<file path="src/rtl/rf_pkg.sv">
// Shared sizes, well-known register indices and types for the architectural register file.
package rf_pkg;

    localparam int unsigned DATA_W   = 32;
    localparam int unsigned ADDR_W   = 5;
    localparam int unsigned NUM_REGS = 32;

    localparam logic [ADDR_W-1:0] REG_ZERO    = 5'd0;
    localparam logic [ADDR_W-1:0] REG_RSTATUS = 5'd30;
    localparam logic [ADDR_W-1:0] REG_RA      = 5'd31;

    typedef logic [ADDR_W-1:0] rf_addr_t;
    typedef logic [DATA_W-1:0] rf_data_t;

endpackage

</file>
<file path="src/rtl/regfile_cell.sv">
// One register-file entry: DATA_W flops with asynchronous active-low clear and a write enable.
module regfile_cell #(
    parameter int unsigned DATA_W = 32
) (
    input  logic              i_clk,
    input  logic              i_rst_n,
    input  logic              i_en,
    input  logic [DATA_W-1:0] i_d,
    output logic [DATA_W-1:0] o_q
);

    logic [DATA_W-1:0] r_q;

    always_ff @(posedge i_clk or negedge i_rst_n) begin
        if (!i_rst_n) begin
            r_q <= '0;
        end else if (i_en) begin
            r_q <= i_d;
        end
    end

    assign o_q = r_q;

endmodule

</file>
<file path="src/rtl/regfile_write_stage.sv">
// 32x32 register file: one synchronous write port, two combinational read ports, $rstatus export.
// Define REGFILE_BYPASS_EN to forward the in-flight write to the read ports in the same cycle.
module regfile_write_stage
    import rf_pkg::*;
(
    input  logic     i_clock,
    input  logic     i_reset_n,
    input  logic     i_write_en,
    input  rf_addr_t i_write_reg,
    input  rf_data_t i_write_data,
    input  rf_addr_t i_read_reg_a,
    input  rf_addr_t i_read_reg_b,
    output rf_data_t o_read_data_a,
    output rf_data_t o_read_data_b,
    output rf_data_t o_rstatus
);

    rf_data_t            w_regs [NUM_REGS];
    logic [NUM_REGS-1:1] w_wr_sel;

    // $r0 has no storage; it is a constant zero.
    assign w_regs[0] = '0;

    for (genvar i = 1; i < NUM_REGS; i++) begin : g_cell
        assign w_wr_sel[i] = i_write_en && (i_write_reg == rf_addr_t'(i));

        regfile_cell #(
            .DATA_W (DATA_W)
        ) u_cell (
            .i_clk   (i_clock),
            .i_rst_n (i_reset_n),
            .i_en    (w_wr_sel[i]),
            .i_d     (i_write_data),
            .o_q     (w_regs[i])
        );
    end

    rf_data_t w_rd_a;
    rf_data_t w_rd_b;
    rf_data_t w_stat;

    assign w_rd_a = w_regs[i_read_reg_a];
    assign w_rd_b = w_regs[i_read_reg_b];
    assign w_stat = w_regs[REG_RSTATUS];

`ifdef REGFILE_BYPASS_EN
    logic w_fwd_ok;

    // Storage is already cleared during reset, so only forwarding needs the reset gate.
    assign w_fwd_ok = i_reset_n && i_write_en && (i_write_reg != REG_ZERO);

    assign o_read_data_a = (w_fwd_ok && (i_write_reg == i_read_reg_a)) ? i_write_data : w_rd_a;
    assign o_read_data_b = (w_fwd_ok && (i_write_reg == i_read_reg_b)) ? i_write_data : w_rd_b;
    assign o_rstatus     = (w_fwd_ok && (i_write_reg == REG_RSTATUS))  ? i_write_data : w_stat;
`else
    assign o_read_data_a = w_rd_a;
    assign o_read_data_b = w_rd_b;
    assign o_rstatus     = w_stat;
`endif

endmodule
</file>
<file path="config.mk">
export PLATFORM = sky130hd
export DESIGN_NAME = regfile_write_stage
export DESIGN_NICKNAME = d
export VERILOG_FILES = /design/src/rtl/rf_pkg.sv /design/src/rtl/regfile_cell.sv /design/src/rtl/regfile_write_stage.sv
export SDC_FILE = /design/constraint.sdc
export NUM_CORES = 2
export LEC_CHECK = 0
export ABC_AREA = 0
export CAP_MARGIN = 5
export CORE_ASPECT_RATIO = 1.5
export CORE_UTILIZATION = 63
export CTS_CLUSTER_SIZE = 10
export DETAILED_ROUTE_END_ITERATION = 8
export PLACE_DENSITY = 0.81
export SKIP_LAST_GASP = 1
export SLEW_MARGIN = 30
export SYNTH_ARGS = -nofsm -noshare
export SYNTH_HDL_FRONTEND = slang
export SYNTH_SLANG_ARGS = --single-unit
</file>
<file path="constraint.sdc">
create_clock -name i_clock -period 2.85 [get_ports i_clock]
set_clock_uncertainty 0.1 [all_clocks]
set_input_delay 0.4275 -clock i_clock [delete_from_list [all_inputs] [get_ports i_clock]]
set_output_delay 0.4275 -clock i_clock [all_outputs]
set_load 0.02 [all_outputs]
</file>
==> flow_summary.yaml <==
pwr:
  p_int_mw: 30.1
  p_leak_nw: 28.1
  pwr-share-seq_pct: 44.8
  p_switching_mw: 12.4
  swShare_pct: 29.1
  peakVddDrop_mv: 0.633
  p_per_area_mw_per_mm2: 664
  combPwrFrac_pct: 26.1
  p_clk_share_pct: 29.1
layout:
  stdcell_count: 5105
  fin_area_mm2: 0.0639
  areaGrowthSynthToFinish_pct: 19.9
  layout_commonest_cell: "dfrtp_1"
  num_antenna_cells: 0
  drive_gt1_share_pct: 55.7
  largest_reg_flops: 992
  final_nets: 4022
  final_cell_mix: "dfrtp_1, mux2_2, buf_4"
drt:
  route.detailed.drc: 0
  ant_nets: 0
  drtIter0Drc: 3771
  met1_length_um: 57900
  maxUsedRoutingLayer: "met5"
  totalWireLength_um: 172000
  via_per_inst: 7.29
  vias: 37208
  dr.pass1.iters: 5
  dr_wl_met3_um: 14800
  post_drt_wl_per_cell_um: 33.7
  route.met2.wl_um: 82800
sta:
  period_needed_ns: 3.11
  fin_ws_ns: -0.264
  rsz0062_at_grt: "true"
  worst_slew_pin_slew_ns: 0.668
  final_max_slew_viol_count: 0
  max_clock_freq_ghz: 0.321
  slew_headroom_pct: 55.2
  setup_viol_count_final: 57
  hold_viol_final: 0
  post-route-period-util_pct: 109
  hold_ws_ns: 0.149
worst_setup_path:
  critical_path_arrival_ns: 2.59
  rr_worst_depth: 3
  cp-end-kind: "output port"
  critPathMaxFanout: 2
  cp_data_required_time_ns: 2.32
  cp-start-kind: "flop"
  critPathKind: "reg2out"
floorplanning:
  die_x_um: 239
  fp.dieH_um: 358
  core_mm2: 0.0838
  die_area_mm2: 0.0857
  num_rows: 130
  io_pins: 146
  initial_core_util_pct: 63.6
clock_network:
  htree_levels: 3
  cts.clk_slew.worst_paths_ns: 0.05
  clk_latency_ns: 0.71
  root_buffer: "clkbuf_16"
  cts.sinks: 992
  cts_tree: "done"
  numCtsBuffers: 109
  clockBufferDepth: 3
global_routing:
  gr-usage-all-layers_pct: 41.4
  antenna_found_initial: 3
  first_global_vias: 41014
  grt_pass1_wl_um: 258000
  grt_max_degree: 100
  gr-total-overflow: 0
hold_path:
  hold_class: "in2async"
placement:
  place.gp.congestion: 0.896
  numPortBuffers: 145
  placed_area_mm2: 0.0593
  place_inst: 4929
  dp_hpwl_um: 110000
flow_run:
  maxCapViolations: 0
yosys:
  ys_seq_area_share_pct: 46.6
  avgSynthCellArea_um2: 14.8
  synth_top_area_share_pct: 46.6
  ys_ff_latch: 992
  yosysTopAreaCell: "dfrtp_1"
  synth.distinct_cells: 30
  ys_warn_count: 0
  syn_inst: 3605
  syn_nets: 3655
  synthTopCellsByArea: "dfrtp_1, mux2_2, mux4_2"
  synth_area_mm2: 0.0532
run_status:
  violations: "negative setup slack"
  status: "finished, violations left"
-- through the flow --
stage	setup TNS, ns	setup slack (ns)	util (%)	total power, mW
floorplan	0	0.287	-	25.2
global placement	-21.38	-0.642	70.8	28.5
detailed placement	-22.34	-0.641	70.8	29.3
CTS	-8.54	-0.268	75.8	42.1
global route	-9.22	-0.258	76.2	43.9
finish	-7.61	-0.264	76.2	42.4
-- power groups by stage --
stage          Sequential (mW)  Combinational [mW]  Clock (mW)
6_report                  19.0                11.1        12.3
5_1_grt                   19.3                11.6        13.0
4_1_cts                   18.9                10.8        12.4
3_5_place_dp              19.1                10.2           0
3_3_place_gp              18.7                9.77           0
2_1_floorplan             18.5                6.78           0
-- synthesized netlist by cell type --
library cell / count
a22o_1: 192
nand4b_1: 3
mux2i_1: 192
buf_6: 7
o22ai_1: 64
nor3b_1: 1
nand2_1: 15
mux4_2: 384
clkbuf_2: 1
nor2_1: 15
nand3_1: 1
clkbuf_1: 216
mux2_2: 967
inv_1: 2
nand2b_1: 5
a211oi_1: 64
nor2b_1: 10
or3_1: 3
o21ai_1: 64
and2_1: 66
mux2_1: 89
nor3_1: 3
nand4_1: 1
buf_2: 141
buf_4: 31
nor4_2: 1
nor3b_2: 1
o31ai_1: 64
buf_1: 10
dfrtp_1: 992
-- logic make-up (layout without fill, tap and decap cells) --
logic type / count (synthesis) / after routing / synth area share (%)
flops: 992 / 992 / 46.6
mux: 1632 / 1632 / 42.2
compound gates: 448 / 448 / 6.32
buf+inv: 408 / 786 / 3.53
simple gates: 125 / 125 / 1.36
-- routing by layer --
layer	track usage, %	vias up
met5	0	-
met4	35.5	4
met3	8.69	789
met2	65.9	2295
met1	48.1	19432
li1	-	14688
-- critical path: stages, from the launching register on --
cell     delay, ns
dfrtp_1       0.40
buf_6         0.12
mux4_2        0.48
a22o_4        0.30
o21ai_4       0.25
o31ai_4       0.16
buf_6         0.16
-- final cells by class --
| cell class | instances | area [µm²] |
|---|---|---|
| Tap cell | 1122 | 1400 |
| Sequential cell | 992 | 24800 |
| Multi-Input combinational cell | 2205 | 27800 |
| Clock inverter | 4 | 50.0 |
| Inverter | 2 | 7.51 |
| Fill cell | 4745 | 19900 |
| Timing Repair Buffer | 662 | 6980 |
| Clock buffer | 118 | 2810 |
-- final timing paths --
path	start	end	slack (ns)
min reg2reg	g_cell[13].u_cell.o_q[5]	g_cell[13].u_cell.o_q[5]	0.41
max in group asynchronous	i_reset_n	g_cell[10].u_cell.o_q[18]	1.41
min in group i_clock	g_cell[13].u_cell.o_q[5]	g_cell[13].u_cell.o_q[5]	0.41
max	g_cell[30].u_cell.o_q[15]	o_read_data_b[15]	-0.26
max reg2reg	g_cell[30].u_cell.o_q[0]	g_cell[30].u_cell.o_q[0]	1.69
min	i_reset_n	g_cell[18].u_cell.o_q[31]	0.15
-- what timing repair did --
| action | in CTS | in global routing |
|---|---|---|
| cloned | 4 | 0 |
| buffers inserted | 41 | 16 |
| endpoints found under the setup margin | 64 | 64 |
| pin swaps | 103 | 54 |
| hold buffers | 1 | 0 |
| hold endpoints to repair | 220 | 0 |
| gates resized for setup | 403 | 62 |
(Power assumes the default switching activity.)
